**src/rtl/dac_segmented_encoder_dwa_if.sv**
```systemverilog
// Purpose : bundles the sample input and the cell-drive outputs of the segmented DAC encoder.
// Latency : none; this is only wiring.
// Backpress: none; the encoder accepts one sample per clock and never stalls.
//
// Ports (master = baseband side, slave = encoder):
//   en_i, mode_i, valid_i, data_i          master -> slave
//   therm_o, binary_o, valid_o, en_o,
//   pointer_o                              slave -> master
interface dac_segmented_encoder_dwa_if #(
    parameter int INPUT_WIDTH = 10,
    parameter int THERM_BITS  = 4
);
    localparam int UNITS = 2**THERM_BITS - 1;

    logic                              en_i;
    logic [1:0]                        mode_i;
    logic                              valid_i;
    logic [INPUT_WIDTH-1:0]            data_i;
    logic [UNITS-1:0]                  therm_o;
    logic [INPUT_WIDTH-THERM_BITS-1:0] binary_o;
    logic                              valid_o;
    logic                              en_o;
    logic [THERM_BITS-1:0]             pointer_o;

    modport master (
        output en_i, mode_i, valid_i, data_i,
        input  therm_o, binary_o, valid_o, en_o, pointer_o
    );

    modport slave (
        input  en_i, mode_i, valid_i, data_i,
        output therm_o, binary_o, valid_o, en_o, pointer_o
    );
endinterface

```
**src/rtl/dac_segmented_encoder_dwa.sv**
```systemverilog
// Purpose : segmented DAC encoder; MSBs -> rotated thermometer unit cells, LSBs -> binary cells.
// Latency : fixed 2 cycles from data_i/valid_i/en_i to all outputs.
// Backpress: none; one sample per clock, valid/enable travel alongside the data.
//
// Ports:
//   clk_i   clock
//   rst_ni  asynchronous active-low reset
//   bus     slave side of dac_segmented_encoder_dwa_if (mode 0/3 static, 1 random rotation, 2 DWA)
//
// THERM_BITS must be in 2..min(INPUT_WIDTH-1, 15); the random offset is taken from the
// low THERM_BITS of the 15-bit LFSR.
module dac_segmented_encoder_dwa #(
    parameter int          INPUT_WIDTH = 10,
    parameter int          THERM_BITS  = 4,
    parameter logic [14:0] LFSR_SEED   = 15'h0001
) (
    input  logic                         clk_i,
    input  logic                         rst_ni,
    dac_segmented_encoder_dwa_if.slave   bus
);
    localparam int UNITS = 2**THERM_BITS - 1;
    localparam int BIN_W = INPUT_WIDTH - THERM_BITS;

    typedef enum logic [1:0] {
        MODE_STATIC     = 2'd0,
        MODE_RANDOM     = 2'd1,
        MODE_DWA        = 2'd2,
        MODE_STATIC_ALT = 2'd3
    } mode_e;

    // Stage 1
    logic [THERM_BITS-1:0] r_n1;
    logic [BIN_W-1:0]      r_bin1;
    logic                  r_vld1;
    logic                  r_en1;
    mode_e                 r_mode1;

    // Stage 2 / outputs
    logic [UNITS-1:0]      r_therm;
    logic [BIN_W-1:0]      r_bin2;
    logic                  r_vld2;
    logic                  r_en2;
    logic [THERM_BITS-1:0] r_ptr;

    logic [14:0]           r_lfsr;

    logic [UNITS-1:0]      w_therm_raw;
    logic [THERM_BITS-1:0] w_off;
    logic [THERM_BITS-1:0] w_shamt;
    logic [2*UNITS-1:0]    w_dbl;
    logic [2*UNITS-1:0]    w_shifted;
    logic [UNITS-1:0]      w_therm_rot;
    logic [THERM_BITS:0]   w_ptr_sum;
    logic [THERM_BITS-1:0] w_ptr_next;
    logic                  w_live;

    assign w_live = r_vld1 & r_en1;

    // Thermometer code: the n lowest cells on.
    always_comb begin
        w_therm_raw = '0;
        for (int i = 0; i < UNITS; i++) begin
            w_therm_raw[i] = (THERM_BITS'(i) < r_n1);
        end
    end

    // Rotation offset; an LFSR value of UNITS would be a full turn, so it folds to 0.
    always_comb begin
        w_off = '0;
        case (r_mode1)
            MODE_RANDOM: w_off = (r_lfsr[THERM_BITS-1:0] == THERM_BITS'(UNITS)) ?
                                 '0 : r_lfsr[THERM_BITS-1:0];
            MODE_DWA:    w_off = r_ptr;
            default:     w_off = '0;
        endcase
    end

    // Rotate-left modulo UNITS: shift a doubled copy right by (UNITS - off) and keep
    // the low UNITS bits, so bit UNITS-1 wraps to bit 0 rather than to a 2**k boundary.
    assign w_dbl       = {w_therm_raw, w_therm_raw};
    assign w_shamt     = THERM_BITS'(UNITS) - w_off;
    assign w_shifted   = w_dbl >> w_shamt;
    assign w_therm_rot = w_shifted[UNITS-1:0];

    // p + n never exceeds 2*UNITS-1, so a single conditional subtract is a full modulo.
    // n = UNITS therefore leaves the pointer where it was.
    assign w_ptr_sum  = {1'b0, r_ptr} + {1'b0, r_n1};
    assign w_ptr_next = (w_ptr_sum >= (THERM_BITS+1)'(UNITS)) ?
                        THERM_BITS'(w_ptr_sum - (THERM_BITS+1)'(UNITS)) :
                        w_ptr_sum[THERM_BITS-1:0];

    // x^15 + x^14 + 1 Fibonacci LFSR; free-runs while enabled, from a non-zero seed.
    always_ff @(posedge clk_i or negedge rst_ni) begin
        if (!rst_ni) begin
            r_lfsr <= LFSR_SEED;
        end else if (bus.en_i) begin
            r_lfsr <= {r_lfsr[13:0], r_lfsr[14] ^ r_lfsr[13]};
        end
    end

    always_ff @(posedge clk_i or negedge rst_ni) begin
        if (!rst_ni) begin
            r_n1    <= '0;
            r_bin1  <= '0;
            r_vld1  <= 1'b0;
            r_en1   <= 1'b0;
            r_mode1 <= MODE_STATIC;
        end else begin
            r_n1    <= bus.data_i[INPUT_WIDTH-1 -: THERM_BITS];
            r_bin1  <= bus.data_i[BIN_W-1:0];
            r_vld1  <= bus.valid_i;
            r_en1   <= bus.en_i;
            r_mode1 <= mode_e'(bus.mode_i);
        end
    end

    always_ff @(posedge clk_i or negedge rst_ni) begin
        if (!rst_ni) begin
            r_therm <= '0;
            r_bin2  <= '0;
            r_vld2  <= 1'b0;
            r_en2   <= 1'b0;
            r_ptr   <= '0;
        end else begin
            r_therm <= w_live ? w_therm_rot : '0;
            r_bin2  <= w_live ? r_bin1 : '0;
            r_vld2  <= r_vld1;
            r_en2   <= r_en1;
            // Leaving DWA restarts the pointer; idle or disabled DWA samples keep it.
            if (r_mode1 != MODE_DWA) begin
                r_ptr <= '0;
            end else if (w_live) begin
                r_ptr <= w_ptr_next;
            end
        end
    end

    assign bus.therm_o   = r_therm;
    assign bus.binary_o  = r_bin2;
    assign bus.valid_o   = r_vld2;
    assign bus.en_o      = r_en2;
    assign bus.pointer_o = r_ptr;

endmodule

```
**src/flat_wrapper.sv**
```systemverilog
// flat-port wrapper written by rule: the top's interface ports become plain ports
module dac_segmented_encoder_dwa_flat 
#(
    parameter int          INPUT_WIDTH = 10,
    parameter int          THERM_BITS  = 4,
    parameter logic [14:0] LFSR_SEED   = 15'h0001
)
  (clk_i, rst_ni, bus_en_i, bus_mode_i, bus_valid_i, bus_data_i, bus_therm_o, bus_binary_o, bus_valid_o, bus_en_o, bus_pointer_o);
  dac_segmented_encoder_dwa_if #(.INPUT_WIDTH(INPUT_WIDTH), .THERM_BITS(THERM_BITS)) bus_i ();
  input  logic clk_i;
  input  logic rst_ni;
  input wire logic [$bits(bus_i.en_i)-1:0] bus_en_i;
  input wire logic [$bits(bus_i.mode_i)-1:0] bus_mode_i;
  input wire logic [$bits(bus_i.valid_i)-1:0] bus_valid_i;
  input wire logic [$bits(bus_i.data_i)-1:0] bus_data_i;
  output wire logic [$bits(bus_i.therm_o)-1:0] bus_therm_o;
  output wire logic [$bits(bus_i.binary_o)-1:0] bus_binary_o;
  output wire logic [$bits(bus_i.valid_o)-1:0] bus_valid_o;
  output wire logic [$bits(bus_i.en_o)-1:0] bus_en_o;
  output wire logic [$bits(bus_i.pointer_o)-1:0] bus_pointer_o;
  assign bus_i.en_i = bus_en_i;
  assign bus_i.mode_i = bus_mode_i;
  assign bus_i.valid_i = bus_valid_i;
  assign bus_i.data_i = bus_data_i;
  assign bus_therm_o = bus_i.therm_o;
  assign bus_binary_o = bus_i.binary_o;
  assign bus_valid_o = bus_i.valid_o;
  assign bus_en_o = bus_i.en_o;
  assign bus_pointer_o = bus_i.pointer_o;
  dac_segmented_encoder_dwa #(.INPUT_WIDTH(INPUT_WIDTH), .THERM_BITS(THERM_BITS), .LFSR_SEED(LFSR_SEED)) u_core (.clk_i(clk_i), .rst_ni(rst_ni), .bus(bus_i));
endmodule
```
**config.mk**
```make
export PLATFORM = sky130hd
export DESIGN_NAME = dac_segmented_encoder_dwa_flat
export DESIGN_NICKNAME = d
export VERILOG_FILES = /design/src/rtl/dac_segmented_encoder_dwa_if.sv /design/src/rtl/dac_segmented_encoder_dwa.sv /design/src/flat_wrapper.sv
export SDC_FILE = /design/constraint.sdc
export NUM_CORES = 1
export LEC_CHECK = 0
export ABC_AREA = 0
export CAP_MARGIN = 15
export CORE_MARGIN = 2
export CORE_UTILIZATION = 55
export CTS_BUF_LIST = sky130_fd_sc_hd__clkbuf_8
export DETAILED_ROUTE_END_ITERATION = 6
export GPL_TIMING_DRIVEN = 1
export PLACE_DENSITY = 0.92
export SYNTH_ARGS = -nofsm -noshare
export SYNTH_HDL_FRONTEND = slang
export SYNTH_SLANG_ARGS = --single-unit
```
**constraint.sdc**
```tcl
create_clock -name clk_i -period 2.9 [get_ports clk_i]
set_input_delay 0.87 -clock clk_i [delete_from_list [all_inputs] [get_ports clk_i]]
set_output_delay 0.87 -clock clk_i [all_outputs]
set_load 0.05 [all_outputs]
```
Word level (Yosys, flattened, before mapping)
Index checks and enable logic that the tools add are counted.
Word-level totals
  memories kept: 0
  bits in latches: 0
  register bits after elaboration: 56
  bits in read-only memories: 0
  logic and storage cells: 45
  input bits: 16
  RAM bits: 0
Cells by class
  muxes and demuxes: 7
  bitwise gates (word level): 2
  $mul: 0
  reductions and logical operators: 1
  eq/ne operators: 4
  order comparisons: 16
  $add $sub $neg: 3
  shift-type cells: 1
  divide/modulo/power cells: 0
Operators with widths (number)
  30-bit by 4-bit right shift with 15-bit output: 1
  4-bit < comparator, first input constant: 7
  3-bit by 4-bit < comparator with 1-bit output, first input constant: 4
  4-bit 2-to-1 mux: 4
  15-bit 2-to-1 mux: 1
  1-bit by 4-bit < comparator with 1-bit output, first input constant: 2
  2-bit by 4-bit < comparator with 1-bit output, first input constant: 2
  4-bit one-hot mux with 2 select lines: 1
  6-bit 2-to-1 mux: 1
  4-bit by 4-bit adder with 5-bit output: 1
  5-bit by 4-bit greater-or-equal comparator with 1-bit output, second input constant: 1
  4-bit == test, second input constant: 1
  4-bit subtractor, first input constant: 1
  4-bit subtractor, second input constant: 1
  2-bit by 1-bit == test with 1-bit output, second input constant: 1
  2-bit == test, second input constant: 1
  2-bit != test, second input constant: 1
  2-bit nonzero test: 1
  1-bit bitwise AND: 1
  1-bit bitwise XOR: 1

Logic depth before layout (Yosys ltp)
  depth in word-level cells: 6
  depth in mapped cells: 11

Worst setup path after synthesis
Ideal clock, no wire load.
  path type: flip-flop to flip-flop
  from: register u_core.r_ptr[0], in the netlist u_core.bus.pointer_o[0]
  to: register u_core.r_ptr[0], in the netlist u_core.bus.pointer_o[0]
  library setup time: 0.126 ns
  required time: 2.774 ns
  path buffers: 0
  cell stages (with the launch flop): 9
  period minus slack after synthesis: 2.485 ns
  data arrival time: 2.359 ns
  setup slack: 0.415 ns
  cell sequence: dfrtp_1 ha_1 fa_1 ha_1 a21oi_1 nor2_1 a21oi_1 nor4_1 a311o_1
Between the ends
  cells in the longest elaborated chain, start to end: 5
  elaborated cells on any way between the ends: 6
Ends and longest elaborated chain
  start: declaration: line dac_segmented_encoder_dwa.sv:43  | logic [THERM_BITS-1:0] r_ptr;
  start signal: assignment: line dac_segmented_encoder_dwa.sv:133  | r_ptr <= w_ptr_next;
  4-bit by 4-bit adder with 5-bit output (*): line dac_segmented_encoder_dwa.sv:87  | assign w_ptr_sum = {1'b0, r_ptr} + {1'b0, r_n1};
  4-bit subtractor / 5-bit by 4-bit greater-or-equal comparator with 1-bit output (equally long branches): line dac_segmented_encoder_dwa.sv:89, dac_segmented_encoder_dwa.sv:88
  4-bit 2-to-1 mux (*): line dac_segmented_encoder_dwa.sv:88  | assign w_ptr_next = (w_ptr_sum >= (THERM_BITS+1)'(UNITS)) ?
  4-bit 2-to-1 mux (*): line dac_segmented_encoder_dwa.sv:132  | end else if (w_live) begin
  4-bit 2-to-1 mux (*): line dac_segmented_encoder_dwa.sv:130  | if (r_mode1 != MODE_DWA) begin
Mark *: on every way between the ends. The rest lies on a longest branch, timed or not. The select of a mux whose other input is x is not followed.
A chain may end at the register's enable or synchronous reset.

Worst setup path in the final report
  from: register u_core.r_mode1[0]
  to: register u_core.r_therm[12], in the netlist u_core.bus.therm_o[12]
Between the ends
  cells in the longest elaborated chain, start to end: 5
  elaborated cells on any way between the ends: 6
Ends and longest elaborated chain
  start: declaration: line dac_segmented_encoder_dwa.sv:36  | mode_e r_mode1;
  start signal: assignment: line dac_segmented_encoder_dwa.sv:113  | r_mode1 <= mode_e'(bus.mode_i);
  2-bit == test / 2-bit by 1-bit == test with 1-bit output (equally long branches): line dac_segmented_encoder_dwa.sv:70  | case (r_mode1)
  4-bit one-hot mux with 2 select lines (*): line dac_segmented_encoder_dwa.sv:70
  4-bit subtractor (*): line dac_segmented_encoder_dwa.sv:81  | assign w_shamt = THERM_BITS'(UNITS) - w_off;
  30-bit by 4-bit right shift with 15-bit output (*): line dac_segmented_encoder_dwa.sv:82  | assign w_shifted = w_dbl >> w_shamt;
  15-bit 2-to-1 mux (*): line dac_segmented_encoder_dwa.sv:125  | r_therm <= w_live ? w_therm_rot : '0;
  end signal: assignment: line dac_segmented_encoder_dwa.sv:125
  end: declaration: line dac_segmented_encoder_dwa.sv:39  | logic [UNITS-1:0] r_therm;
Mark *: on every way between the ends. The rest lies on a longest branch, timed or not.

==> impl_metrics.yaml <==
run_status:
  status: "complete, no violations"
global_routing:
  gr-total-overflow: 0
  grt_util_all_layers_pct: 21.66
  antenna_found_initial: 0
  grt_max_degree: 57
  grt_first_pass_wirelength_um: 10260
  grt_pass1_vias: 2135
die:
  coreArea_um2: 5075
  die_x_um: 76.13
  die_y_um: 76.13
  rows: 26
  start_util_pct: 56.39
  design.die.area_um2: 5796
  ioPinCount: 43
finish:
  n_fill_cell: 403
  drive_above_1_share_pct: 12.87
  diodes: 0
  fin_cells: 373
  final_core_util_pct: 67.11
  nets: 326
  syn2layout_area_growth_pct: 19.02
timing:
  relSlewSlack_pct: 44.64
  fin_setup_tns_ns: 0
  fin_crit_ns: 2.667
  timing.final.crit_share_pct: 91.96
  max_clock_freq_mhz: 375.0
  setup_violations: 0
  hold_viol_final: 0
  hold_slack_ns: 0.5019
  final.setup.worst_slack_ns: 0.2333
  skew_ns: 0.01186
  slew_violations: 0
  tightestPinTransition_ns: 0.8304
  rsz0062_at_grt: "no"
power_and_ir_drop:
  ir_drop_mv: 0.3749
  powerDensity_nw_per_um2: 608.0
  internal_power_mw: 1.354
  power.share.clock_pct: 21.4
  p_sw_share_pct: 34.59
  switchingPower_mw: 0.7163
  p_leak_nw: 1.442
  combPwrFrac_pct: 28.4
  seqPwrFrac_pct: 50.2
placement:
  dp_hpwl_um: 4297
  placed_cells: 365
  gp_congestion: 0.9351
  io_buffer_count: 42
  dp_slack_ns: 0.2920
clock_tree:
  clockBufferDepth: 2
  clk_latency_ns: 0.31
  cts_resized: 0
  clk_pin_slew_worst_paths_ns: 0.11
  cts.sinks: 56
  cts_made_buffers: 5
  post_cts_buffers: 0
  cts-htree-levels: 2
  cts-root-buf: "clkbuf_8"
  cts_tree: "done"
  holdBufCountCts: 0
logic_synthesis:
  async_flop_share_pct: 100.0
  synth-xor-area-share_pct: 1.224
  yosys-top-cells-count: "dfrtp_1 (55), a21oi_1 (22), nand2_1 (15), nor2_1 (15), mux2_2 (14)"
  yosysWarnings: 0
  ys_seq_area_share_pct: 49.02
  synthDistinctLibCells: 66
  synth_compound_area_share_pct: 23.26
  avgSynthCellArea_um2: 10.84
  yosys.area_share.simple_pct: 12.16
  yosysTopAreaCell: "dfrtp_1"
  yosysTopAreaCellShare_pct: 48.10
  synthAdderAreaFrac_pct: 4.154
  synthCells: 264
  synth_area_leaders: "dfrtp_1 (48%), mux2_2 (5.5%), a21oi_1 (3.8%)"
  synth_nets: 288
  synth_top_family_by_area: "compound AO/OA/AOI/OAI gates"
  ys_seq_elements: 56
  yosys_most_used_dff: "dfrtp_1"
  synth_edf_count: 0
  synth.most_common_cell: "dfrtp_1"
  synthMuxAreaShare_pct: 6.559
  syn_area_um2: 2861
routing:
  dr.pass1.iters: 5
  via_per_inst: 6.155
  ant_nets: 0
  wirelength_um: 5956
  wl_per_cell_um: 15.97
  drcViolationCount: 0
  vias: 2296
  drt-initial-drc-count: 218
setup_path:
  path_class: "reg -> reg"
  cp_max_fo: 21
  end_kind: "flop"
  cp_slowest_cell: "a31o_1"
  path_cells: "inv_1 > ha_1 > and2b_4 > a31o_1 > nand2_2 > o2111a_1 > a211oi_1 > o22ai_1"
  arrival_ns: 2.85
  slowest_delay_ns: 0.63
  cp.required_ns: 3.08
  start_kind: "flop"
job:
  maxCapViolations: 0
worst_hold_path:
  hp-class: "reg -> reg"
-- per-layer routing --
| metal | track usage (%) | vias up | part of all wire, % |
|---|---|---|---|
| li1 | - | 1086 | - |
| met1 | 29.27 | 1078 | 43 |
| met2 | 35.98 | 120 | 48 |
| met3 | 4.147 | 12 | 7.2 |
| met4 | 6.364 | 0 | 1.7 |
| met5 | 0 | - | 0 |
-- placed cells by master (no fill, tap or decap), types with 9 or more instances in the layout --
| cell | n |
|---|---|
| a21oi_1 | 22 |
| and3_1 | 9 |
| clkdlybuf4s50_1 | 41 |
| dfrtp_1 | 55 |
| mux2_2 | 14 |
| nand2_1 | 15 |
| nor2_1 | 15 |
-- through the flow --
stage | cell area, µm² | total power, mW
final | 3406 | 2.071
after global routing | 3406 | 2.180
after CTS | 3406 | 2.072
after detailed placement | 3309 | 1.635
after global placement | 3309 | 1.607
after floorplan | 2861 | 1.470
-- critical path: cells and delay by family, from the launching register on --
kind                       cells  cell delay [ns]
buffers and inverters          1             0.05
DFF                            1             0.36
adders and majority gates      1             0.36
AOI/OAI and AO/OA              4             1.27
and+or+nand+nor                2             0.47
-- kinds of logic after synthesis --
| kind of cell | count (synthesis) |
|---|---|
| mux | 17 |
| flops | 56 |
| fa+ha+maj | 9 |
| simple gates | 67 |
| xor+xnor | 4 |
| compound gates | 90 |
| buf+inv | 21 |
-- power groups by stage --
stage,sequential [mW],clock [mW],combinational [mW]
6_report,1.04,0.444,0.588
5_1_grt,1.06,0.477,0.643
4_1_cts,1.04,0.450,0.586
3_5_place_dp,1.05,0,0.585
3_3_place_gp,1.04,0,0.567
2_1_floorplan,1.11,0,0.365
-- registers in the layout, indices dropped and copies added, names as in the netlist --
name / cells
u_core.r_bin1: 6
u_core.r_en1: 1
u_core.bus.pointer_o: 4
u_core.bus.valid_o: 1
u_core.r_mode1: 2
u_core.r_vld1: 1
u_core.r_n1: 4
u_core.bus.therm_o: 15
u_core.bus.en_o: 1
u_core.r_lfsr: 15
u_core.bus.binary_o: 6
-- area by class of cell --
| class | instances | area [µm²] | share of cell area [%] |
|---|---|---|---|
| Clock buffer | 5 | 68.82 | 2.021 |
| Multi-Input combinational cell | 187 | 1355 | 39.79 |
| Tap cell | 70 | 87.58 | 2.572 |
| Clock inverter | 3 | 27.53 | 0.8082 |
| Inverter | 7 | 26.28 | 0.7715 |
| Timing Repair Buffer | 45 | 437.9 | 12.86 |
| Sequential cell | 56 | 1403 | 41.18 |
-- final timing paths --
path | start | to | slack (ns) | cells after the start
setup / recovery | u_core.r_mode1[0] | u_core.bus.therm_o[12] | 0.23 | 8
hold / removal | u_core.r_bin1[0] | u_core.bus.binary_o[0] | 0.50 | 1
setup reg to reg | u_core.r_mode1[0] | u_core.bus.therm_o[12] | 0.23 | 8
hold reg to reg | u_core.r_bin1[0] | u_core.bus.binary_o[0] | 0.50 | 1
max in group asynchronous | rst_ni | u_core.bus.therm_o[0] | 1.79 | 2
min in group asynchronous | rst_ni | u_core.bus.binary_o[5] | 0.67 | 2
Note: power is estimated with default switching activity, not from simulation.
